[src/rtl/vend_pkg.sv]
// Shared vending definitions: coin denominations, dispenser state encoding and
// inventory arithmetic used by the change dispenser and the coin acceptor.
package vend_pkg;

    localparam int INV_W = 8;

    localparam logic [3:0] COIN_1  = 4'd1;
    localparam logic [3:0] COIN_5  = 4'd5;
    localparam logic [3:0] COIN_10 = 4'd10;

    typedef enum logic [2:0] {
        ST_IDLE   = 3'd0,
        ST_SELECT = 3'd1,
        ST_ISSUE  = 3'd2,
        ST_DONE   = 3'd3,
        ST_FAULT  = 3'd4
    } disp_state_e;

    // Net refill/issue update with saturation at full scale; a decrement only
    // ever hits a non-empty slot, so the low side cannot wrap.
    function automatic logic [INV_W-1:0] inv_next(
        input logic [INV_W-1:0] cur,
        input logic             add,
        input logic             sub,
        input logic [INV_W-1:0] qty
    );
        logic [INV_W:0] sum;
        sum = {1'b0, cur} + (add ? {1'b0, qty} : '0) - {{INV_W{1'b0}}, sub};
        return sum[INV_W] ? '1 : sum[INV_W-1:0];
    endfunction

endpackage

[src/rtl/coin_picker.sv]
// Greedy denomination selector: largest coin not exceeding the remaining
// amount whose inventory slot is non-empty.
module coin_picker
    import vend_pkg::*;
(
    input  logic [4:0]       i_remaining,
    input  logic [INV_W-1:0] i_inv_10,
    input  logic [INV_W-1:0] i_inv_5,
    input  logic [INV_W-1:0] i_inv_1,
    output logic [3:0]       o_coin,
    output logic             o_found
);

    always_comb begin
        o_coin  = '0;
        o_found = 1'b0;
        if (i_remaining >= 5'd10 && i_inv_10 != '0) begin
            o_coin  = COIN_10;
            o_found = 1'b1;
        end else if (i_remaining >= 5'd5 && i_inv_5 != '0) begin
            o_coin  = COIN_5;
            o_found = 1'b1;
        end else if (i_remaining != 5'd0 && i_inv_1 != '0) begin
            o_coin  = COIN_1;
            o_found = 1'b1;
        end
    end

endmodule

[src/rtl/change_dispenser.sv]
// Change payout engine: greedy coin issue over a valid/ready hopper handshake
// with per-denomination inventory. CHANGE_DISP_STATS_EN adds payout counters.
module change_dispenser
    import vend_pkg::*;
#(
    parameter int unsigned INIT_10    = 8,
    parameter int unsigned INIT_5     = 8,
    parameter int unsigned INIT_1     = 8,
    parameter int unsigned REFILL_QTY = 10
) (
    input  logic             clk,
    input  logic             rst,
    input  logic [4:0]       change_amt,
    input  logic             change_valid,
    input  logic             coin_ready,
    output logic [3:0]       coin_out,
    output logic             coin_valid,
    output logic             busy,
    output logic             done,
    output logic             error,
    output logic [4:0]       shortfall,
    input  logic             clear_err,
    input  logic             refill_en,
    input  logic [1:0]       refill_sel,
    output logic [INV_W-1:0] inv_10,
    output logic [INV_W-1:0] inv_5,
    output logic [INV_W-1:0] inv_1,
`ifdef CHANGE_DISP_STATS_EN
    output logic [15:0]      coins_paid,
    output logic [7:0]       fault_cnt,
`endif
    output logic [2:0]       state
);

    localparam logic [INV_W-1:0] QTY = INV_W'(REFILL_QTY);

    disp_state_e      r_state;
    logic [4:0]       r_rem;
    logic [3:0]       r_coin_out;
    logic             r_coin_valid;
    logic             r_busy;
    logic             r_done;
    logic             r_error;
    logic [4:0]       r_shortfall;
    logic [INV_W-1:0] r_inv_10;
    logic [INV_W-1:0] r_inv_5;
    logic [INV_W-1:0] r_inv_1;

    logic [3:0]       w_coin;
    logic             w_found;
    logic             w_hs;
    logic [4:0]       w_rem_next;

    coin_picker u_picker (
        .i_remaining (r_rem),
        .i_inv_10    (r_inv_10),
        .i_inv_5     (r_inv_5),
        .i_inv_1     (r_inv_1),
        .o_coin      (w_coin),
        .o_found     (w_found)
    );

    // coin_valid is high for the whole of ISSUE, so ready alone completes it
    assign w_hs       = (r_state == ST_ISSUE) && coin_ready;
    assign w_rem_next = r_rem - {1'b0, r_coin_out};

    always_ff @(posedge clk or negedge rst) begin
        if (!rst) begin
            r_state      <= ST_IDLE;
            r_rem        <= '0;
            r_coin_out   <= '0;
            r_coin_valid <= 1'b0;
            r_busy       <= 1'b0;
            r_done       <= 1'b0;
            r_error      <= 1'b0;
            r_shortfall  <= '0;
        end else begin
            r_done <= 1'b0;
            case (r_state)
                ST_IDLE: begin
                    if (change_valid) begin
                        if (change_amt != 5'd0) begin
                            r_rem   <= change_amt;
                            r_busy  <= 1'b1;
                            r_state <= ST_SELECT;
                        end else begin
                            r_done <= 1'b1;
                        end
                    end
                end
                ST_SELECT: begin
                    if (w_found) begin
                        r_coin_out   <= w_coin;
                        r_coin_valid <= 1'b1;
                        r_state      <= ST_ISSUE;
                    end else begin
                        r_error     <= 1'b1;
                        r_shortfall <= r_rem;
                        r_busy      <= 1'b0;
                        r_state     <= ST_FAULT;
                    end
                end
                ST_ISSUE: begin
                    if (coin_ready) begin
                        r_rem        <= w_rem_next;
                        r_coin_valid <= 1'b0;
                        r_coin_out   <= '0;
                        if (w_rem_next == 5'd0) begin
                            r_done  <= 1'b1;
                            r_busy  <= 1'b0;
                            r_state <= ST_DONE;
                        end else begin
                            r_state <= ST_SELECT;
                        end
                    end
                end
                ST_DONE: r_state <= ST_IDLE;
                ST_FAULT: begin
                    if (clear_err) begin
                        r_error     <= 1'b0;
                        r_shortfall <= '0;
                        r_state     <= ST_IDLE;
                    end
                end
                default: r_state <= ST_IDLE;
            endcase
        end
    end

    always_ff @(posedge clk or negedge rst) begin
        if (!rst) begin
            r_inv_10 <= INV_W'(INIT_10);
            r_inv_5  <= INV_W'(INIT_5);
            r_inv_1  <= INV_W'(INIT_1);
        end else begin
            r_inv_10 <= inv_next(r_inv_10, refill_en && refill_sel == 2'd0,
                                 w_hs && r_coin_out == COIN_10, QTY);
            r_inv_5  <= inv_next(r_inv_5, refill_en && refill_sel == 2'd1,
                                 w_hs && r_coin_out == COIN_5, QTY);
            r_inv_1  <= inv_next(r_inv_1, refill_en && refill_sel == 2'd2,
                                 w_hs && r_coin_out == COIN_1, QTY);
        end
    end

`ifdef CHANGE_DISP_STATS_EN
    logic [15:0] r_coins_paid;
    logic [7:0]  r_fault_cnt;

    always_ff @(posedge clk or negedge rst) begin
        if (!rst) begin
            r_coins_paid <= '0;
            r_fault_cnt  <= '0;
        end else begin
            if (w_hs)
                r_coins_paid <= r_coins_paid + 16'd1;
            if (r_state == ST_SELECT && !w_found && r_fault_cnt != 8'hFF)
                r_fault_cnt <= r_fault_cnt + 8'd1;
        end
    end

    assign coins_paid = r_coins_paid;
    assign fault_cnt  = r_fault_cnt;
`endif

    assign coin_out   = r_coin_out;
    assign coin_valid = r_coin_valid;
    assign busy       = r_busy;
    assign done       = r_done;
    assign error      = r_error;
    assign shortfall  = r_shortfall;
    assign inv_10     = r_inv_10;
    assign inv_5      = r_inv_5;
    assign inv_1      = r_inv_1;
    assign state      = r_state;

endmodule

[config.mk]
export PLATFORM = sky130hd
export DESIGN_NAME = change_dispenser
export DESIGN_NICKNAME = d
export VERILOG_FILES = /design/src/rtl/vend_pkg.sv /design/src/rtl/coin_picker.sv /design/src/rtl/change_dispenser.sv
export SDC_FILE = /design/constraint.sdc
export NUM_CORES = 1
export LEC_CHECK = 0
export BUFFER_PORTS_ARGS = -buffer_cell sky130_fd_sc_hd__buf_2
export CORE_ASPECT_RATIO = 1.4
export CORE_MARGIN = 10
export CORE_UTILIZATION = 60
export CTS_BUF_LIST = sky130_fd_sc_hd__clkbuf_8
export DETAILED_ROUTE_END_ITERATION = 16
export PLACE_DENSITY = 0.82
export RECOVER_POWER = 50
export SYNTH_ARGS = -nofsm -noshare
export SYNTH_HDL_FRONTEND = slang
export SYNTH_SLANG_ARGS = --single-unit
[constraint.sdc]
create_clock -name clk -period 5.72 [get_ports clk]
set_clock_uncertainty 0.1 [all_clocks]
set_input_delay 0.858 -clock clk [delete_from_list [all_inputs] [get_ports clk]]
set_output_delay 0.858 -clock clk [all_outputs]
set_load 0.1 [all_outputs]
==> results.md <==
* Clock Latency Late Sink at 300 ps
* Antenna Cells at 0
* EDFF count, synth at 0
* Critical Path AT at 3410 ps
* Residual DRC at 0
* Tcrit/Tclk final at 58.2%
* Clk sinks at 44
* Via count at 2612
* Most used DFF post-synth: dfrtp_1
* Finished Core Util at 68.5%
* Violated checks: capacitance limit, slew limit
* Asr flop ratio synth at 100%
* Rows at 31
* Routed Antenna Nets at 0
* Post-synthesis sequential area ratio at 35.1%
* Initial antenna violation count at 0
* Number of global-route vias before repair at 2751
* Post-CTS setup buffer count at 0
* Max Slew Vio Count at 45
* Critical Path Fanout Max at 11
* Most common cell after layout, fill and taps aside: inv_1
* Startpoint Class: register
* 1st-iter DRT viols at 112
* Die Wd at 81.2 um
* Max incr delay on CP at 500 ps
* H-tree levels at 2
* Setup Viol. Count Final at 0
* Placer Congestion at 0.933
* CP max-delay cell: dfrtp_1
* Avg Cell Area, Syn at 9.24 sq um
* Synth Instances at 341
* Fin area at 3510 sq um
* CORE AREA at 5120 sq um
* Post-DP Area at 3460 sq um
* First-pass GRT wire length at 12.5 mm
* Post_cts resized at 0
* CP Class: register to register
* Post-detail-place hpwl at 5.77 mm
* Num CTS Buffers at 5
* Final #Nets at 452
* Cells along the critical path: nor3b_2 > nand2_1 > nor4b_1 > ha_1 > inv_1 > ha_1 > a21oi_1 > o21bai_1 > a31oi_1 > xnor2_1 > o21ai_0
* Max Freq at 301 MHz
* Largest net degree at the start of global routing at 45
* Fin Setup TNS at 0 ps
* CTS Hold Buffers Added at 0
* Tmin final at 3330 ps
* Wire length per cell at 15.5 um
* Die H at 106 um
* Clock Tree Buf Depth at 2
* Synth-to-layout area growth at 11.4%
* Kind of end point of the critical path: register
* Slew HR at -56.4%
* Hold/Removal Path Class: register to register
* I/O pin count at 53
* Clock root cell: clkbuf_8
* Final hold vios at 0
* Commonest non-fill, non-tap cells in the layout: inv_1, dfrtp_1, ha_1, buf_2, nand2_1
* #FFs+latches synth at 44
* Critical Path RT at 5800 ps
* Fin worst setup slack at 2390 ps
* Status: complete, but fails checks
* Tot GR Track Use at 17.8%
* Initial Utilization at 61.5%
* Clk slew on worst S/H paths at 80 ps
* Congestion Overflow GR at 0
* CP most frequent cell: ha_1
* Mapped Area at 3150 sq um
* Die ar. at 8590 sq um
* Layout cells sized above 1 at 13.7%
* Via density at 5.67
* Synth cell types at 54
* Synth area leader: dfrtp_1
* DP Worst Slack at 2370 ps
* Most area-consuming cells after synthesis: dfrtp_1, ha_1, inv_1
* RSZ-0062 raised after global routing: no
* YS warnings at 0
* Worst-Margin Slew at 2350 ps
* Number of max-cap violations at 1
* DRT Pass-1 Iters at 5
* PortBufs at 52
* CTS tree: yes
* Syn_nets at 398
* WL final at 7.16 mm
* Post-synth top area share at 32.6%
-- synthesized netlist by cell type (all sizes together), types with 5 or more instances --
library cell  number
nor2b              8
nor2              19
ha                40
o21ai             24
nand3b             7
a31oi              6
a22o               5
nand2             32
inv               56
a21o               5
buf                5
dfrtp             41
a21oi             14
xor2               7
xnor2              8
nand2b            10
-- sequential cells by signal, indices dropped and copies added (netlist names), 3 cells and up --
name,cells
inv_10,8
inv_1,8
inv_5,8
r_rem,5
shortfall,5
coin_out,3
state,3
-- metrics by stage --
step	cells	hold slack, ps
final	461	387
after global routing	461	414
after CTS	461	388
after detailed placement	454	373
after global placement	454	364
after floorplan	341	391
-- kinds of logic (layout without fill, tap and decap cells) --
logic type | after synthesis | count (layout) | share of synthesized area [%]
mux | 1 | 1 | 0.437
xor+xnor | 15 | 15 | 4.17
compound gates | 74 | 74 | 16.2
simple gates | 102 | 102 | 17.8
buf+inv | 61 | 115 | 7.83
fa+ha+maj | 44 | 44 | 18.4
flops | 44 | 44 | 35.1
-- layer usage --
| metal | routed length [um] | track usage, % | vias up |
|---|---|---|---|
| met3 | 451 | 4.00 | 8 |
| li1 | - | - | 1271 |
| met2 | 3810 | 31.6 | 80 |
| met5 | 0 | 0 | - |
| met1 | 2830 | 20.0 | 1253 |
| met4 | 70 | 6.33 | 0 |
-- critical path: cells and delay by family, from the launching register on --
| kind | cells | cell delay (ps) |
|---|---|---|
| simple gates | 3 | 1080 |
| buf+inv | 1 | 50 |
| xor+xnor | 1 | 330 |
| compound gates | 4 | 730 |
| fa+ha+maj | 2 | 410 |
| flops | 1 | 500 |
-- path summary, 6_finish.rpt --
check                                startpoint                    to  slack, ps  cells past startpoint
max                        state[2]$_DFFE_PN0P_    inv_5[3]$_DFF_PN1_       2390                     11
min reg2reg                   error$_DFFE_PN0P_     error$_DFFE_PN0P_        390                      1
max in group asynchronous                   rst   inv_10[5]$_DFF_PN0_       3020                      1
max reg2reg                state[2]$_DFFE_PN0P_    inv_5[3]$_DFF_PN1_       2390                     11
min in group asynchronous                   rst  r_rem[3]$_DFFE_PN0P_       1150                      1
min                           error$_DFFE_PN0P_     error$_DFFE_PN0P_        390                      1
-- layout make-up --
cell class,count,area (sq um)
timing repair buffer,52,236
clock inverter,2,8.76
multi-input combinational,236,1800
tap,66,82.6
fill,440,1610
clock buffer,5,68.8
sequential,44,1100
inverter,56,210
Power is left out: the tool's default activity adds up to more than one toggle a clock period on the data nets, which glitch-free logic cannot reach.
